===== src/rtl/hazard_fwd_unit.sv =====
// Hazard detection and operand forwarding for the RV32I pipeline.
// Shadows in-flight writes EX..WB; drives stall, flush, bubble, operands.
module hazard_fwd_unit #(
  parameter int XLEN     = 32,
  parameter int RA_W     = 5,
  parameter int DEPTH    = 3,
  parameter int LOAD_RDY = 1,
  parameter int FWD_EN   = 1,
  parameter int CNT_W    = 16
) (
  input  logic                    clk,
  input  logic                    reset,
  input  logic                    id_valid,
  input  logic [RA_W-1:0]         id_rs1_addr,
  input  logic [RA_W-1:0]         id_rs2_addr,
  input  logic                    id_rs1_used,
  input  logic                    id_rs2_used,
  input  logic [RA_W-1:0]         id_rd_addr,
  input  logic                    id_rf_wen,
  input  logic                    id_is_load,
  input  logic [XLEN-1:0]         rf_rs1_data,
  input  logic [XLEN-1:0]         rf_rs2_data,
  input  logic [DEPTH*XLEN-1:0]   stage_data,
  input  logic                    ex_redirect,
  output logic                    stall,
  output logic                    flush,
  output logic                    bubble,
  output logic [XLEN-1:0]         rs1_value,
  output logic [XLEN-1:0]         rs2_value,
  output logic [CNT_W-1:0]        stall_cnt,
  output logic [CNT_W-1:0]        flush_cnt
);

  typedef struct packed {
    logic            valid;
    logic            wen;
    logic [RA_W-1:0] rd;
    logic            is_load;
  } shadow_t;

  shadow_t         ent_q [DEPTH];
  logic [XLEN-1:0] sd    [DEPTH];

  logic            hit1;
  logic            hit2;
  logic            ld1;
  logic            ld2;
  logic            early1;
  logic            early2;
  logic [XLEN-1:0] fwd1;
  logic [XLEN-1:0] fwd2;
  logic            haz1;
  logic            haz2;
  logic            issue;
  shadow_t         id_ent;

  for (genvar g = 0; g < DEPTH; g++) begin : g_sd
    assign sd[g] = stage_data[g*XLEN +: XLEN];
  end

  function automatic logic src_match(
    input shadow_t         e,
    input logic [RA_W-1:0] rs,
    input logic            used
  );
    return e.valid & e.wen & used &
           (rs != '0) & (e.rd == rs);
  endfunction

  // Scan oldest to youngest so the lowest-index match wins.
  always_comb begin
    hit1   = 1'b0;
    hit2   = 1'b0;
    ld1    = 1'b0;
    ld2    = 1'b0;
    early1 = 1'b0;
    early2 = 1'b0;
    fwd1   = '0;
    fwd2   = '0;
    for (int k = DEPTH-1; k >= 0; k--) begin
      if (src_match(ent_q[k], id_rs1_addr, id_rs1_used)) begin
        hit1   = 1'b1;
        ld1    = ent_q[k].is_load;
        early1 = (k < LOAD_RDY);
        fwd1   = sd[k];
      end
      if (src_match(ent_q[k], id_rs2_addr, id_rs2_used)) begin
        hit2   = 1'b1;
        ld2    = ent_q[k].is_load;
        early2 = (k < LOAD_RDY);
        fwd2   = sd[k];
      end
    end
  end

  // A match is a hazard only if its value cannot be forwarded yet.
  always_comb begin
    haz1 = hit1;
    haz2 = hit2;
    if (FWD_EN != 0) begin
      haz1 = hit1 & ld1 & early1;
      haz2 = hit2 & ld2 & early2;
    end
  end

  // Control outputs and operand mux; redirect overrides any stall.
  always_comb begin
    stall     = 1'b0;
    flush     = 1'b0;
    bubble    = 1'b1;
    rs1_value = rf_rs1_data;
    rs2_value = rf_rs2_data;
    if (!reset) begin
      flush  = ex_redirect;
      stall  = id_valid & ~ex_redirect & (haz1 | haz2);
      bubble = stall | flush | ~id_valid;
      if (FWD_EN != 0) begin
        if (hit1) rs1_value = fwd1;
        if (hit2) rs2_value = fwd2;
      end
    end
  end

  assign issue = id_valid & ~stall & ~flush;

  always_comb begin
    id_ent         = '0;
    id_ent.valid   = issue;
    id_ent.wen     = id_rf_wen;
    id_ent.rd      = id_rd_addr;
    id_ent.is_load = id_is_load;
  end

  // Shadow pipeline advances every cycle; ID enters only when issued.
  always_ff @(posedge clk) begin
    if (reset) begin
      for (int k = 0; k < DEPTH; k++) ent_q[k] <= '0;
    end else begin
      ent_q[0] <= issue ? id_ent : '0;
      for (int k = 1; k < DEPTH; k++) ent_q[k] <= ent_q[k-1];
    end
  end

  // Saturating stall/flush cycle counters.
  always_ff @(posedge clk) begin
    if (reset) begin
      stall_cnt <= '0;
      flush_cnt <= '0;
    end else begin
      if (stall && (stall_cnt != '1))
        stall_cnt <= stall_cnt + CNT_W'(1);
      if (flush && (flush_cnt != '1))
        flush_cnt <= flush_cnt + CNT_W'(1);
    end
  end

endmodule

===== config.mk =====
export PLATFORM = sky130hd
export DESIGN_NAME = hazard_fwd_unit
export DESIGN_NICKNAME = d
export VERILOG_FILES = /design/src/rtl/hazard_fwd_unit.sv
export SDC_FILE = /design/constraint.sdc
export NUM_CORES = 1
export LEC_CHECK = 0
export ABC_AREA = 1
export CORE_MARGIN = 2
export CORE_UTILIZATION = 25
export DETAILED_ROUTE_END_ITERATION = 6
export GPL_TIMING_DRIVEN = 1
export PLACE_DENSITY = 0.68
export RECOVER_POWER = 100
export SLEW_MARGIN = 20
export SYNTH_ARGS = -nofsm -noshare
export SYNTH_HDL_FRONTEND = slang
export SYNTH_SLANG_ARGS = --single-unit

===== constraint.sdc =====
create_clock -name clk -period 1.8 [get_ports clk]
set_clock_uncertainty 0.15 [all_clocks]
set_input_delay 0.18 -clock clk [delete_from_list [all_inputs] [get_ports clk]]
set_output_delay 0.18 -clock clk [all_outputs]
set_load 0.1 [all_outputs]

# [After elaboration in Yosys (flattened, before gate mapping)]
# Memory sizes are Yosys's and may differ from the RTL's.
# Cells that the tools add are included.
[classes] n_bitwise=39 reduce_logical=4 muxes=34 n_addsub=2 eq_ne=8
[op_table] op="$mux 32" n=10
[op_table] op="$add 16x1->16 const B" n=2
[op_table] op="$mux 8" n=4
[op_table] op="$ne 16x16->1 const B" n=2
[op_table] op="$eq 5x5->1" n=6
[op_table] op="$and 1x1->1" n=29
[op_table] op="$mux 1" n=20
[op_table] op="$reduce_bool 5->1" n=2
[op_table] op="$or 1x1->1" n=6
[op_table] op="$not 1->1" n=4
[op_table] op="$logic_and 1x1->1" n=2
[word_totals] reg_bits=32 n_memories=1 ram_bits=24 word_cells=90 input_bits=183 out_inout_bits=99
[memory_table] memory="ent_q" depth=3 width=8 rd=3 rd_ports_with_merged_regs=0 wr=3 line_no="41" source="shadow_t ent_q [DEPTH];"

# [Logic depth before layout (Yosys ltp)]
[depth] ltp_word=17 mapped_depth=13 ltp_nobuf=12

# [Least setup slack after synthesis]
# OpenSTA, ideal clock, no wires.
[synth_path] path_type="flip-flop to output port" from="memory ent_q[0][12] (netlist bit)" to="output port rs1_value[27]" required_time_ns=1.470 arrival_ns=2.623 slack_ns=-1.153 path_stages_with_launch=12 path_cell_list="dfxtp_1 inv_1 a21oi_1 nand3_1 nor3_1 nand2_2 inv_2 buf_2 nand2_1 nand2_1 nor2_1 o21ai_1"
[synth_lines] element="start: declaration" line_no="41"
[synth_lines] element="end: declaration" line_no="28" source="output logic [XLEN-1:0] rs1_value,"

==> summary.txt <==
Floorplan
  – Row Count: 54
  – Die Y: 153 um
  – IO Pins: 282
  – Core ar.: 21800 um^2
  – Die Wd: 153 um
  – Starting Density: 25.4%
  – Die area: between 20000 and 25000 um^2

Critical path
  – Slowest stage delay, CP: 360 ps
  – Internal reg-to-reg setup slack: -170 ps
  – CP Capture Type: output port
  – Slowest-stage cell, CP: dfxtp_4
  – Setup CP Type: register to output port
  – Critical Path Start Type: register
  – CP arrival: 2230 ps
  – Worst R2R End: stall_cnt[1]
  – CP Cell Sequence: xor2_2, nor2_4, buf_4, nand4_4, buf_6, o21ai_0, nor2_1, nor2_1, nor2_4, buf_12
  – Worst Reg2Reg Path Length in Cells: 12
  – Worst Path Required: 1470 ps
  – Critical-path maximum fanout: 17
  – R2R Path Start: ent_q[0][5]

STA
  – PnR worst setup slack: -762 ps
  – Slew @ Worst Pin: roughly 570 ps
  – Final hold violation count: 0
  – Final setup TNS: -50720 ps
  – Max-slew headroom: 62.0%
  – Fmax: 390 MHz
  – Slew Limit Fails: 0
  – Tcrit/Tclk final: 142%
  – Minimum period implied by the final worst setup slack: about 2600 ps
  – RSZ-0062 raised after global routing: yes
  – # setup viols final: 107

Global routing
  – First-pass GRT wire length: 41.1 mm
  – Vias in the first global route: 7703
  – Total grt overflow: 0
  – All-Layer GR Usage: 21.7%
  – Largest net degree at the start of global routing: 28
  – Initial antenna violation count: 9

CTS
  – H-tree Lvls: 2
  – Clock-pin slew on the worst setup and hold paths: 70 ps
  – Clk buf depth: 2
  – CTS Sinks: 54
  – Skew-Pair Late Insertion Delay: 290 ps
  – Total CTS buffers: 5
  – Root Driver: clkbuf_16
  – CTS tree: yes

Routing
  – Total Wirelength: 28.0 mm
  – Vias: a little over 8000
  – # DRC: 0
  – Vias per inst: between 4 and 5
  – Wire length per cell: 16.4 um
  – Post-route ant nets: 0
  – Initial DRC Count: between 300 and 400
  – Drt pass-1 iters: 7

Power
  – Pwr Total: 0.00420 W
  – Peak VDD IR: 318 uV
  – Leak: 5.62 nW
  – P per Cell Area: 329 nW/um^2

Place
  – Worst setup slack after placement: -1010 ps
  – Port Buffers: 281
  – DP HPWL: 20.6 mm
  – GPL Wtd Cong: 0.883

Cells and area
  – Nets: 1609
  – Multi-input logic area: about 5500 um^2
  – Filler cell count: 1875
  – Sequential Area: 1190 um^2
  – Commonest non-fill, non-tap cell in the layout: nand2_1
  – Share of layout cells above drive strength 1: 40.3%
  – Commonest non-fill, non-tap cells in the layout: 204 x nand2_1, 169 x clkdlybuf4s50_1, 166 x nor2_1
  – Layout Utilization: approximately 59%
  – Area growth, synth to finish: 130%

Yosys
  – Synthesized area: ~5500 um^2
  – Syn_area_per_cell: 5.33 um^2
  – Ys Warns: 0
  – Post-synthesis sequential area ratio: 19.5%
  – Distinct cells, synth: 35
  – Cells after synthesis: 1038
  – Synthesized Nets: 1223
  – #FFs+latches synth: 54

Outcome
  – Outcome: finished with violations
  – Failing checks: negative setup slack

Worst hold path
  – Hold crit path type: input port to register
  – Hold depth: 3
  – Endpoint, Worst Hold: ent_q[0][3]
  – Hold wc startpoint: id_rd_addr[2]

Job
  – Max-Cap Viols: 0
## final cells by class
cell class	instances	share of cell area (%)
repair buffers	426	39.5
clock inverters	2	0.0687
multi-input cells	807	43.2
clock buffers	6	1.01
inverters	130	4.05
well taps	280	2.75
flip-flops and latches	54	9.33
diodes	8	0.157
## cell usage after synthesis
master,number,area share [%]
nand3_4,2,0.63
nor2_4,3,0.61
nor2_1,257,17
nand4_2,1,0.23
buf_2,21,1.9
nand2_1,277,19
nor3b_1,1,0.14
ha_1,2,0.45
inv_2,8,0.54
xor2_1,4,0.63
clkbuf_1,13,0.88
nand4_1,8,0.90
a21oi_2,6,0.95
dfxtp_1,54,20
nand2_4,2,0.41
o21bai_1,1,0.14
o21ai_0,46,4.2
o211ai_1,27,3.7
nor3_4,2,0.59
nand3_1,91,8.2
o21ai_1,18,1.6
nor2_2,3,0.34
nand2_2,4,0.45
buf_1,3,0.20
or3_1,1,0.11
buf_6,4,0.81
nand4_4,1,0.38
nor3_1,10,0.90
a21oi_1,15,1.4
nor4_2,1,0.23
nand3_2,2,0.36
o22ai_1,2,0.23
xnor2_1,18,2.8
inv_1,122,8.3
buf_4,8,1.1
## through the flow
stage	cell area, um^2	std cells	hold WS, ps
after floorplan	6920	1038	135
after global placement	11700	1661	259
after detailed placement	11700	1661	263
after CTS	12500	1684	252
after global routing	12700	1711	283
final	12700	1713	260
## worst max-delay path, delay by kind of cell (launching register included)
kind	cells	cell delay, ps
buf+inv	3	510
compound gates	1	230
simple gates	5	620
xor+xnor	1	190
flops	1	360
## metal layers
metal  GRT usage, %  vias up  wire length (um)
li1               -     4037                 -
met1           25.6     3669             10900
met2           39.5      305             14500
met3           3.58       60              1660
met4           7.80        2               887
met5              0        -                13
## how the worst max path moves through the flow
stage	startpoint	to	slack, ps	depth (start not counted)
3_5_place_dp	id_rs2_addr[3]	rs2_value[20]	-1010	13
4_1_cts	ent_q[0][10]	rs2_value[0]	-740	13
3_3_place_gp	id_rs2_addr[3]	rs2_value[20]	-960	13
2_1_floorplan	ent_q[0][21]	rs1_value[27]	-360	8
5_1_grt	ent_q[0][10]	rs2_value[19]	-840	11
6_report	ent_q[0][9]	rs2_value[19]	-760	10
## logic make-up (layout without fill, tap and decap cells)
family	Yosys count	in the layout	synth area share, %
flip-flops	54	54	19.5
XOR/XNOR	22	22	3.48
AO/OA/AOI/OAI	115	115	12.1
buffers and inverters	179	564	13.7
other	0	8	0
adder cells (fa/ha/maj)	2	2	0.452
AND/OR/NAND/NOR	666	668	50.7
## registers in the layout, summed over array words and instances, names as in the netlist
name	cells
ent_q	22
flush_cnt	16
stall_cnt	16
## repair_timing
| item | in CTS | in global routing |
|---|---|---|
| setup endpoints to repair | 90 | 94 |
| pin swaps | 41 | 45 |
| hold buffers | 0 | 0 |
| setup buffers | 14 | 17 |
| cloned | 5 | 6 |
| gates resized for setup | 123 | 111 |
## where the power goes
group          internal (W)  switching [W]
logic              0.000915        0.00116
registers           0.00118      0.0000160
clock network      0.000510       0.000426
Note: power is estimated with default switching activity, not from simulation.
